**config.mk**
```make
export PLATFORM = sky130hd
export DESIGN_NAME = count_control
export DESIGN_NICKNAME = d
export VERILOG_FILES = /design/src/rtl/count_control.sv
export SDC_FILE = /design/constraint.sdc
export NUM_CORES = 1
export LEC_CHECK = 0
export CAP_MARGIN = 10
export CORE_UTILIZATION = 25
export DETAILED_ROUTE_END_ITERATION = 16
export PLACE_DENSITY_LB_ADDON = 0.25
export SKIP_CTS_REPAIR_TIMING = 1
export SYNTH_ARGS = -nofsm -noshare
export SYNTH_HDL_FRONTEND = slang
export SYNTH_SLANG_ARGS = --single-unit
export TNS_END_PERCENT = 1
```
**constraint.sdc**
```tcl
create_clock -name clock -period 2.55 [get_ports clock]
set_input_delay 0.6375 -clock clock [delete_from_list [all_inputs] [get_ports clock]]
set_output_delay 0.6375 -clock clock [all_outputs]
set_load 0.1 [all_outputs]
```
**src/rtl/count_control.sv**
```systemverilog
// count_control: synchronizes and debounces the board buttons/switches and emits the
// enable/count_direction step controls for the up/down counter. Held-button auto-repeat
// is built only when COUNT_CONTROL_AUTO_REPEAT_EN is defined.
module count_control #(
  parameter int DEBOUNCE_CYCLES = 1_000_000,
  parameter int TICK_CYCLES     = 100_000_000,
  parameter int REPEAT_DELAY    = 50_000_000,
  parameter int REPEAT_CYCLES   = 20_000_000
) (
  input  logic clock,
  input  logic reset,
  input  logic btn_up,
  input  logic btn_down,
  input  logic run,
  input  logic dir_sw,
  output logic enable,
  output logic count_direction,
  output logic running
);

  localparam int DB_W = $clog2(DEBOUNCE_CYCLES);
  localparam int TK_W = $clog2(TICK_CYCLES);
  localparam int UP = 0;
  localparam int DN = 1;
  localparam int RN = 2;
  localparam int DR = 3;

  if (DEBOUNCE_CYCLES < 2 || TICK_CYCLES < 2 || REPEAT_DELAY < 1 || REPEAT_CYCLES < 2) begin : g_bad_params
    $error("count_control: illegal parameter value");
  end

  typedef enum logic [1:0] {IDLE, RUN, HOLD_UP, HOLD_DOWN} state_t;

  state_t          state_q, state_d;
  logic [3:0]      raw, sync1_q, sync2_q, lvl_q, lvl_d;
  logic [DB_W-1:0] db_cnt_q [4];
  logic [DB_W-1:0] db_cnt_d [4];
  logic [1:0]      btn_prev_q, press_q, press_d;
  logic [TK_W-1:0] tick_q, tick_d;
  logic            enable_q, enable_d, dir_q, dir_d, running_q, running_d;
  logic            up_p, dn_p, both_p, any_held, tick_wrap, press_next, rep_fire;

  assign raw = {dir_sw, run, btn_down, btn_up};

  // Debounce: a differing synchronized level must persist DEBOUNCE_CYCLES cycles to be accepted
  always_comb begin
    for (int i = 0; i < 4; i++) begin
      lvl_d[i]    = lvl_q[i];
      db_cnt_d[i] = '0;
      if (sync2_q[i] != lvl_q[i]) begin
        if (db_cnt_q[i] == DB_W'(DEBOUNCE_CYCLES - 1)) lvl_d[i] = ~lvl_q[i];
        else db_cnt_d[i] = db_cnt_q[i] + 1'b1;
      end
    end
  end

  assign press_d    = lvl_q[DN:UP] & ~btn_prev_q;
  assign up_p       = press_q[UP] & ~press_q[DN];
  assign dn_p       = press_q[DN] & ~press_q[UP];
  assign both_p     = press_q[UP] & press_q[DN];
  assign any_held   = lvl_q[UP] | lvl_q[DN];
  assign tick_wrap  = (state_q == RUN) && (tick_q == TK_W'(TICK_CYCLES - 1));
  assign press_next = press_d[UP] ^ press_d[DN];
  assign tick_d     = (state_q == RUN && !tick_wrap) ? tick_q + 1'b1 : '0;

`ifdef COUNT_CONTROL_AUTO_REPEAT_EN
  localparam int HOLD_MAX = (REPEAT_DELAY > REPEAT_CYCLES) ? REPEAT_DELAY : REPEAT_CYCLES;
  localparam int HD_W     = $clog2(HOLD_MAX + 1);

  logic [HD_W-1:0] hold_q, hold_d;
  logic            rep_q, rep_d, holding;

  // First repeat waits REPEAT_DELAY from the press pulse, later ones REPEAT_CYCLES apart
  always_comb begin
    holding  = (state_q == HOLD_UP && lvl_q[UP]) || (state_q == HOLD_DOWN && lvl_q[DN]);
    rep_fire = holding &&
               (hold_q == (rep_q ? HD_W'(REPEAT_CYCLES - 1) : HD_W'(REPEAT_DELAY - 1)));
    hold_d   = '0;
    rep_d    = 1'b0;
    if (holding) begin
      hold_d = rep_fire ? '0 : hold_q + 1'b1;
      rep_d  = rep_q | rep_fire;
    end
  end

  always_ff @(posedge clock) begin
    if (!reset) begin
      hold_q <= '0;
      rep_q  <= 1'b0;
    end else begin
      hold_q <= hold_d;
      rep_q  <= rep_d;
    end
  end
`else
  assign rep_fire = 1'b0;
`endif

  always_ff @(posedge clock) begin
    if (!reset) state_q <= IDLE;
    else        state_q <= state_d;
  end

  always_comb begin
    state_d = state_q;
    case (state_q)
      IDLE: begin
        if (up_p)                        state_d = HOLD_UP;
        else if (dn_p)                   state_d = HOLD_DOWN;
        else if (lvl_q[RN] && !any_held) state_d = RUN;
      end
      RUN: begin
        if (up_p)                         state_d = HOLD_UP;
        else if (dn_p)                    state_d = HOLD_DOWN;
        else if (!lvl_q[RN] && !any_held) state_d = IDLE;
      end
      HOLD_UP:   if (!lvl_q[UP]) state_d = lvl_q[RN] ? RUN : IDLE;
      HOLD_DOWN: if (!lvl_q[DN]) state_d = lvl_q[RN] ? RUN : IDLE;
      default:   state_d = IDLE;
    endcase
  end

  // A tick is also dropped when a press pulse follows next cycle, keeping pulses non-adjacent
  always_comb begin
    enable_d = 1'b0;
    dir_d    = dir_q;
    if ((state_q == IDLE || state_q == RUN) && up_p) begin
      enable_d = 1'b1;
      dir_d    = 1'b1;
    end else if ((state_q == IDLE || state_q == RUN) && dn_p) begin
      enable_d = 1'b1;
      dir_d    = 1'b0;
    end else if (tick_wrap && !both_p && !press_next) begin
      enable_d = 1'b1;
      dir_d    = lvl_q[DR];
    end else if (rep_fire) begin
      enable_d = 1'b1;
      dir_d    = (state_q == HOLD_UP);
    end
    running_d = (state_d == RUN);
  end

  always_ff @(posedge clock) begin
    if (!reset) begin
      sync1_q    <= '0;
      sync2_q    <= '0;
      lvl_q      <= '0;
      btn_prev_q <= '0;
      press_q    <= '0;
      tick_q     <= '0;
      enable_q   <= 1'b0;
      dir_q      <= 1'b1;
      running_q  <= 1'b0;
      for (int i = 0; i < 4; i++) db_cnt_q[i] <= '0;
    end else begin
      sync1_q    <= raw;
      sync2_q    <= sync1_q;
      lvl_q      <= lvl_d;
      btn_prev_q <= lvl_q[DN:UP];
      press_q    <= press_d;
      tick_q     <= tick_d;
      enable_q   <= enable_d;
      dir_q      <= dir_d;
      running_q  <= running_d;
      for (int i = 0; i < 4; i++) db_cnt_q[i] <= db_cnt_d[i];
    end
  end

  assign enable          = enable_q;
  assign count_direction = dir_q;
  assign running         = running_q;

endmodule

```
# Yosys cells after proc, flatten, opt, wreduce, memory -nomap -nowiden
# Memory sizes are Yosys's and may differ from the RTL's.
# Cells that the tools add are included.
# totals
ff_bits	48
elab_cells	101
out_inout_bits	3
ramBits	80
in_bits	6
memories	1
# memory_table
name	words	width	rd	rd_clocked_by_memory_dff	write_ports	line_no	source
db_cnt_q	4	20	4	0	4	36	logic [DB_W-1:0] db_cnt_q [4];
# op_classes
n_mux	29
bitwise	18
eq_ne	13
add_sub_neg	5
reduce_logical	22
# ops
cell	count
two-way mux 20 bit	12
adder 20 x 1 -> 20 bit, second input constant	4
equality test 20 bit, second input constant	4
adder 27 x 1 -> 27 bit, second input constant	1
equality test 27 bit, second input constant	1
two-way mux 2 bit	8
AND reduction 2 bit	5
logical AND 1 bit	8
two-way mux 1 bit	8
case mux 2 bit (4 select lines)	1
inverter 1 bit	7
logical NOT 1 bit	5
OR 1 bit	5
equality test 2 x 1 -> 1 bit, second input constant	2
equality test 2 bit, second input constant	2
inequality test 1 bit	4
bitwise AND 1 bit	3
bitwise AND 2 bit	1
logical NOT 2 bit	1
inverter 2 bit	1
nonzero test 2 bit	1
OR reduction 2 bit	1
logical OR 1 bit	1
bitwise XOR 1 bit	1

# Logic depth before layout (Yosys ltp)
# Gate-level depths: netlist of run 1.
# depth
word_depth	8
ltp_mapped	7
mapped_depth_nobuf	5

# Least setup slack after synthesis of run 1
# Ideal clock, no wire load.
# synth_path
path_type	register -> register
startpoint	memory db_cnt_q[3][12] (netlist bit)
endpoint	memory db_cnt_q[3][11] (netlist bit)
required_time_ns	2.435
arrival_time_ns	1.822
stages_incl_launch_ff	6
path_slack_ns	0.614
synth_period_minus_slack_ns	1.936
setup_ns	0.115
path_buffers	1
cell_sequence	dfxtp_1 > or4b_1 > or4_4 > o211ai_4 > buf_8 > nor2_1
# synth_rtl
element	line_no
start: declaration	36

==> flow_summary.toml, run 1 <==
[die]
core-area_um2 = 22030
die_w_um = 152.6
die-area_um2 = 23290
rows = 54
fp.dieH_um = 152.6
floorplan.initialDensity_pct = 25.75
boundaryPins = 9

[synthesis]
yosys-top-cells-area = "dfxtp_1, xor2_1, nor2_1, a21oi_1, xnor2_1"
yosys_most_used_dff = "dfxtp_1"
ys_seq_area_share_pct = 45.18
yosysUniqueCellTypes = 39
synth_top_area_share_pct = 45.18
synth_edf_count = 0
syn_nets = 658
synth.ff_latch_count = 128
yosys.area.top_type = "dfxtp_1"
netlist_area_um2 = 5672
synth-warning-count = 0
syn_inst = 647
avgSynthCellArea_um2 = 8.766
async_flop_share_pct = 0

[layout]
layout.nets = 671
drive_gt1_share_pct = 7.143
design_area_um2 = 6631
diodes = 0
layout_commonest_cell = "dfxtp_1"
final_util_pct = 30.11
final_cell_mix = "dfxtp_1, nor2_1, a21oi_1"
areaGrowthSynthToFinish_pct = 16.92

[sta]
rsz0062_at_grt = "false"
setup_ws_ns = 0.4184
final_hold_viol_count = 0
holdWs_ns = 0.4101
relSlewSlack_pct = 62.21
finalSetupTns_ns = 0
skew_ns = 0.006974
clock.fmax_ghz = 0.4691
worst_pin_slew_ns = 0.5641
maxSlewViolCount = 0
fin_crit_ns = 2.132
min_period_over_period_pct = 83.59
setup_viol = 0

[worst_setup_path]
crit_fanout = 19
start_kind = "flip-flop"
arrival_ns = 2.41
crit_type = "reg -> reg"
worst-r2r-cell-count = 4
end_kind = "flip-flop"
cp.required_ns = 2.83

[power_and_ir_drop]
power_density_nw_per_um2 = 669.4
p_leak_nw = 2.013
ir_drop_mv = 0.4293

[global_route]
grt_pass1_vias = 4341
grt_max_degree = 27
grt_pass1_wl_um = 20580
grt.total_usage_pct = 10.69
antenna_found_initial = 0
overflow = 0

[placed_design]
globalplace.congestion = 0.7029
place_ws_ns = 0.3890
place_area_um2 = 6055
port_buffers = 8
place_hpwl_um = 7448

[run_status]
status = "finished, violations left"
violations = "DRC"

[clock_tree]
cts.sinks = 128
cts_buffers = 17
tritoncts = "done"
htree_levels = 4
cts.clk_slew.worst_paths_ns = 0.05
insertion_delay_ns = 0.41
root_buffer = "clkbuf_16"
ctsLongestPathBuffers = 2

[drt]
drc_errors = 1
vias = 4505
routed_wl_um = 11360
dr.pass1.iters = 13
via_per_inst = 4.732
detail_route.iter0.violations = 209
wire_per_inst_um = 11.93
final_antenna_net_count = 0

[hold_path]
hold_class = "reg -> reg"
worstHoldPathCells = 1

[job]
cap_violations = 0
-- layout make-up --
type,count,area (um^2)
Sequential cell,128,2562
Inverter,21,78.83
Fill cell,2323,15390
Tap cell,280,350.3
Clock buffer,19,432.9
Clock inverter,12,143.9
Timing Repair Buffer,17,140.1
Multi-Input combinational cell,475,2923
-- flip-flops by register name, indices dropped and copies added, names as in the netlist, 2 cells and up --
register and cells:
db_cnt_q 80, tick_q 27, lvl_q 4, sync1_q 4, sync2_q 4, btn_prev_q 2
press_q 2, state_q 2
-- Yosys cell counts, drive strengths merged, types with 6 or more instances --
cell type  instances
nand2             34
o211ai             6
a21oi             45
xor2              40
dfxtp            128
xnor2             22
and2              17
inv               21
o21ai             25
nor3               6
nor2              72
and3              13
nor4               9
nand3             38
clkbuf            14
buf                9
or4               22
and4              15
nor4b              6
o31ai             21
or3               26
nand4             30
-- metal layers --
layer / up-vias / share of wire [%] / track usage, %
met1: 2084 / 53 / 14.20
met5: - / 0 / 0
li1: 2368 / - / -
met3: 9 / 2.9 / 3.498
met4: 0 / 0.95 / 3.463
met2: 44 / 43 / 16.25
-- cells by family after synthesis --
logic type | Yosys count | share of synthesized area, %
adder cells (fa/ha/maj) | 5 | 1.103
XOR/XNOR | 62 | 9.574
buffers and inverters | 44 | 3.287
AO/OA/AOI/OAI | 101 | 10.50
AND/OR/NAND/NOR | 307 | 30.36
flip-flops | 128 | 45.18
-- critical path: stages, from the launching register on --
cell and delay (ns):
dfxtp_1 0.35, or4b_1 0.53, or4_4 0.52, o211ai_4 0.49, nor2_1 0.11
-- power by group --
part	internal, mW	switching (mW)	total [mW]
clock	1.52	0.867	2.39
sequential	2.01	0.00429	2.01
combinational	0.0169	0.0231	0.0400
-- path summary, 6_finish.rpt --
kind	start	to	slack, ns
worst max register to register	db_cnt_q[3][12]$_SDFF_PP0_	db_cnt_q[3][8]$_SDFF_PP0_	0.42
worst max-delay path	db_cnt_q[3][12]$_SDFF_PP0_	db_cnt_q[3][8]$_SDFF_PP0_	0.42
worst min-delay path	btn_prev_q[1]$_SDFF_PN0_	press_q[1]$_SDFF_PN0_	0.41
worst min register to register	btn_prev_q[1]$_SDFF_PN0_	press_q[1]$_SDFF_PN0_	0.41
-- through the flow --
step           total power [mW]  instances
6_report                  4.439        952
5_1_grt                   4.629        952
4_1_cts                   4.520        952
3_5_place_dp              2.098        921
3_3_place_gp              2.097        921
2_1_floorplan             2.080        647
No activity file was read; power rests on OpenSTA's default activity.
==> run 2, diff against run 1 <==
- clock period: 2.55 -> 2.1 ns (I/O delays scaled with it)
==> flow_summary.toml, run 2 (same netlist as run 1, synthesis figures left out) <==
[run_status]
status = "finished clean"

[layout]
top_register = "db_cnt_q"
fin_cells = 970
biggestRegsByFlops = "db_cnt_q x80, tick_q x27"
largest_reg_flops = 80
diodes = 0
final_cell_mix = "dfxtp_1, nor2_1, a21oi_1"
drive_gt1_share_pct = 9.855
layout_commonest_cell = "dfxtp_1"
nFillCells = 2316
areaGrowthSynthToFinish_pct = 20.41
layout.nets = 688
final_util_pct = 31.00

[drt]
vias = 4546
drc_errors = 0
wire_per_inst_um = 11.70
via_per_inst = 4.687
final_antenna_net_count = 0
dr.pass1.iters = 6
detail_route.iter0.violations = 207
routed_wl_um = 11350

[hold_path]
worstHoldPathCells = 1
whs_endpoint = "press_q[1]$_SDFF_PN0_"
hold_class = "reg -> reg"
min_from = "btn_prev_q[1]$_SDFF_PN0_"

[power_and_ir_drop]
p_switching_mw = 1.194
power_frac_seq_pct = 43.1
ir_drop_mv = 0.3701
p_int_mw = 4.468
p_leak_nw = 2.126
clkPwrFrac_pct = 55.9
combPwrFrac_pct = 1.0
swShare_pct = 21.09
p_total_mw = 5.662
power_density_nw_per_um2 = 829.1

[worst_setup_path]
cp.required_ns = 2.39
worst-r2r-cell-count = 5
arrival_ns = 2.20
reg2reg_slack_ns = 0.20
crit_type = "reg -> reg"
crit_fanout = 19
crit_family = "simple AND/OR/NAND/NOR gates"
end_kind = "flip-flop"
r2r_end = "db_cnt_q[3][17]$_SDFF_PP0_"
crit_buf_inv = 1
cp_slowest_cell = "or4_4"
start_kind = "flip-flop"
path_cells = "or4b_1 > or4_4 > o211ai_4 > buf_12 > a21oi_1"
r2r_start = "db_cnt_q[3][11]$_SDFF_PP0_"
slowest_delay_ns = 0.53

[sta]
worst_pin_slew_ns = 0.3514
maxSlewViolCount = 0
rsz0062_at_grt = "false"
fin_crit_ns = 1.901
clock.fmax_ghz = 0.5260
finalSetupTns_ns = 0
skew_ns = 0.007521
final_hold_viol_count = 0
holdWs_ns = 0.4101
min_period_over_period_pct = 90.53
relSlewSlack_pct = 76.25
setup_viol = 0

[global_route]
grt_max_degree = 21
overflow = 0
grt.total_usage_pct = 10.51
grt_pass1_wl_um = 20200
antenna_found_initial = 0
grt_pass1_vias = 4219

[clock_tree]
cts.clk_slew.worst_paths_ns = 0.06
htree_levels = 4
cts_buffers = 17
ctsLongestPathBuffers = 2
root_buffer = "clkbuf_16"
cts.sinks = 128
tritoncts = "done"
insertion_delay_ns = 0.42

[die]
core-area_um2 = 22030
floorplan.initialDensity_pct = 25.75
boundaryPins = 9
fp.dieH_um = 152.6
rows = 54
die_w_um = 152.6
die-area_um2 = 23290

[job]
cap_violations = 0

[placed_design]
dp.cells = 938
port_buffers = 8
globalplace.congestion = 0.7234
place_hpwl_um = 7731
-- run 2: cell count changes in the layout (fill, tap and decap cells not counted), sizes merged --
cell    before  now
buf         12   29
bufinv       3    4
clkbuf      19   17
clkinv       7    5
inv         21   25
-- run 2: area by class of cell --
type | count | area, um^2 | share of cell area (%)
flip-flops and latches | 128 | 2562 | 37.52
well taps | 280 | 350.3 | 5.130
clock buffers | 17 | 425.4 | 6.229
clock inverters | 15 | 209.0 | 3.060
repair buffers | 34 | 280.3 | 4.104
multi-input cells | 475 | 2923 | 42.80
inverters | 21 | 78.83 | 1.154
-- run 2: worst reg2reg max path, cell delays in order (launching register included) --
cell	delay [ns]
dfxtp_1	0.33
or4b_1	0.50
or4_4	0.53
o211ai_4	0.20
buf_12	0.18
a21oi_1	0.05
-- run 2: how the worst max path moves through the flow --
stage	startpoint	end	slack, ns	cells after the start
floorplan	db_cnt_q[3][12]$_SDFF_PP0_	db_cnt_q[3][11]$_SDFF_PP0_	0.16	5
global placement	db_cnt_q[3][11]$_SDFF_PP0_	db_cnt_q[3][17]$_SDFF_PP0_	0.18	5
detailed placement	db_cnt_q[3][11]$_SDFF_PP0_	db_cnt_q[3][17]$_SDFF_PP0_	0.19	5
CTS	db_cnt_q[3][0]$_SDFF_PP0_	db_cnt_q[3][18]$_SDFF_PP0_	0.18	5
global route	db_cnt_q[3][0]$_SDFF_PP0_	db_cnt_q[3][18]$_SDFF_PP0_	0.02	5
finish	db_cnt_q[3][11]$_SDFF_PP0_	db_cnt_q[3][17]$_SDFF_PP0_	0.20	5
-- run 2: metal layers --
layer	global-route usage, %	vias up	routed length [um]	share of wire (%)
met2	15.60	41	4853	43
met1	14.27	2083	6030	53
met5	0	-	0	0
li1	-	2409	-	-
met3	2.816	13	303	2.7
met4	4.473	0	164	1.4
-- run 2: power by group through the flow --
stage	clock network [mW]	registers, mW	logic (mW)
2_1_floorplan	0	2.50	0.0300
3_3_place_gp	0	2.50	0.0566
3_5_place_dp	0	2.50	0.0557
4_1_cts	3.26	2.44	0.0559
5_1_grt	3.38	2.44	0.0615
6_report	3.16	2.44	0.0541
-- run 2: per-stage QoR --
stage / cell area [um^2] / worst slack (ns)
3_3_place_gp: 6195 / 0.1807
4_1_cts: 6829 / 0.1767
2_1_floorplan: 5672 / 0.1635
5_1_grt: 6829 / 0.01758
6_report: 6829 / 0.1989
3_5_place_dp: 6195 / 0.1948
==> run 3, diff against run 2 <==
- CORE_UTILIZATION: 25 -> 34
- CTS_BUF_LIST: unset -> sky130_fd_sc_hd__clkbuf_8
- MAX_ROUTING_LAYER: unset -> met4
==> flow_summary.toml, run 3 (same netlist as run 1, synthesis figures left out) <==
[worst_setup_path]
r2r_start = "db_cnt_q[3][12]$_SDFF_PP0_"
arrival_ns = 2.24
cp_slowest_cell = "or4_4"
path_cells = "or4b_1 > or4_4 > o211ai_4 > buf_12 > a21oi_1"
crit_family = "simple AND/OR/NAND/NOR gates"
crit_fanout = 19
cp-startpoint = "db_cnt_q[3][12]$_SDFF_PP0_"
slowest_delay_ns = 0.53
crit_buf_inv = 1
start_kind = "flip-flop"
crit_type = "reg -> reg"
end_kind = "flip-flop"
cp.required_ns = 2.42

[placed_design]
port_buffers = 8
globalplace.congestion = 0.7965
place_hpwl_um = 7672
dp.cells = 866

[layout]
areaGrowthSynthToFinish_pct = 14.82
final_cell_mix = "dfxtp_1, nor2_1, a21oi_1"
diodes = 0
layout_commonest_cell = "dfxtp_1"
top_register = "db_cnt_q"
layout.nets = 680
biggestRegsByFlops = "db_cnt_q x80, tick_q x27"
drive_gt1_share_pct = 8.944
largest_reg_flops = 80
fin_cells = 898
nFillCells = 1554
final_util_pct = 40.56

[die]
floorplan.initialDensity_pct = 35.32
rows = 46
die_w_um = 131.2
boundaryPins = 9
core-area_um2 = 16060
die-area_um2 = 17200
fp.dieH_um = 131.2

[drt]
dr.pass1.iters = 4
final_antenna_net_count = 0
wire_per_inst_um = 12.52
via_per_inst = 5.155
routed_wl_um = 11240
vias = 4629
detail_route.iter0.violations = 192
drc_errors = 0

[global_route]
grt.total_usage_pct = 14.37
grt_pass1_wl_um = 19940
grt_max_degree = 27
grt_pass1_vias = 4404
overflow = 0
antenna_found_initial = 0

[clock_tree]
cts_buffers = 17
cts.sinks = 128
tritoncts = "done"
htree_levels = 4
insertion_delay_ns = 0.44
cts.clk_slew.worst_paths_ns = 0.08
ctsLongestPathBuffers = 2
root_buffer = "clkbuf_8"

[sta]
skew_ns = 0.008948
clock.fmax_ghz = 0.5211
setup_viol = 0
worst_pin_slew_ns = 0.3860
final_hold_viol_count = 0
fin_crit_ns = 1.919
min_period_over_period_pct = 91.38
finalSetupTns_ns = 0
relSlewSlack_pct = 73.90
maxSlewViolCount = 0
rsz0062_at_grt = "false"

[power_and_ir_drop]
p_total_mw = 4.790
power_density_nw_per_um2 = 735.6
ir_drop_mv = 0.3737
p_leak_nw = 2.003

[hold_path]
hold_class = "reg -> reg"
min_from = "btn_prev_q[0]$_SDFF_PN0_"

[run_status]
status = "finished clean"

[job]
cap_violations = 0
[run 3: cell types whose count changed in the layout (fill, tap and decap cells not counted), moves of 2 or more]
cell,previous run,this run
clkinv_4,3,1
clkbuf_16,17,0
clkbuf_8,0,21
clkinvlp_4,2,4
buf_4,28,19
[run 3: final timing paths]
| path | end | slack (ns) | cells past startpoint |
|---|---|---|---|
| worst max-delay path | db_cnt_q[3][17]$_SDFF_PP0_ | 0.18 | 5 |
| worst max register to register | db_cnt_q[3][17]$_SDFF_PP0_ | 0.18 | 5 |
| worst min register to register | press_q[0]$_SDFF_PN0_ | 0.42 | 1 |
| worst min-delay path | press_q[0]$_SDFF_PN0_ | 0.42 | 1 |
[run 3: final cells by class]
| type | count | area [um^2] | area share [%] |
|---|---|---|---|
| Sequential cell | 128 | 2562 | 39.35 |
| Timing Repair Buffer | 26 | 232.7 | 3.573 |
| Multi-Input combinational cell | 475 | 2928 | 44.96 |
| Clock buffer | 21 | 289.0 | 4.438 |
| Tap cell | 216 | 270.3 | 4.150 |
| Clock inverter | 11 | 151.4 | 2.325 |
| Inverter | 21 | 78.83 | 1.210 |
[run 3: where the power goes]
part	internal, mW	switching, mW	leakage (nW)
Clock	1.31	0.991	0.211
Sequential	2.44	0.00511	1.03
Combinational	0.0231	0.0285	0.759
[run 3: through the flow]
| step | hold slack, ns | area (um^2) | setup WS, ns |
|---|---|---|---|
| global route | 0.4442 | 6513 | 0.06717 |
| global placement | 0.4017 | 6067 | 0.1989 |
| CTS | 0.4286 | 6507 | 0.1461 |
| finish | 0.4227 | 6513 | 0.1811 |
| detailed placement | 0.4101 | 6067 | 0.1619 |
| floorplan | 0.3924 | 5672 | 0.1635 |
[run 3: metal layers]
metal  up-vias  share of wire, %  wire length, um  track usage, %
met5         -                 0                0               -
met4         0               1.6              175           5.948
met3        18               3.1              354           4.437
met2        52                46             5197           21.93
met1      2175                49             5512           17.50
li1       2384                 -                -               -
[run 3: worst reg2reg max path, delay by kind of cell, from the launching register on]
family | cells | cell delay (ns)
AO/OA/AOI/OAI | 2 | 0.25
buffers and inverters | 1 | 0.17
flip-flops | 1 | 0.32
AND/OR/NAND/NOR | 2 | 1.05
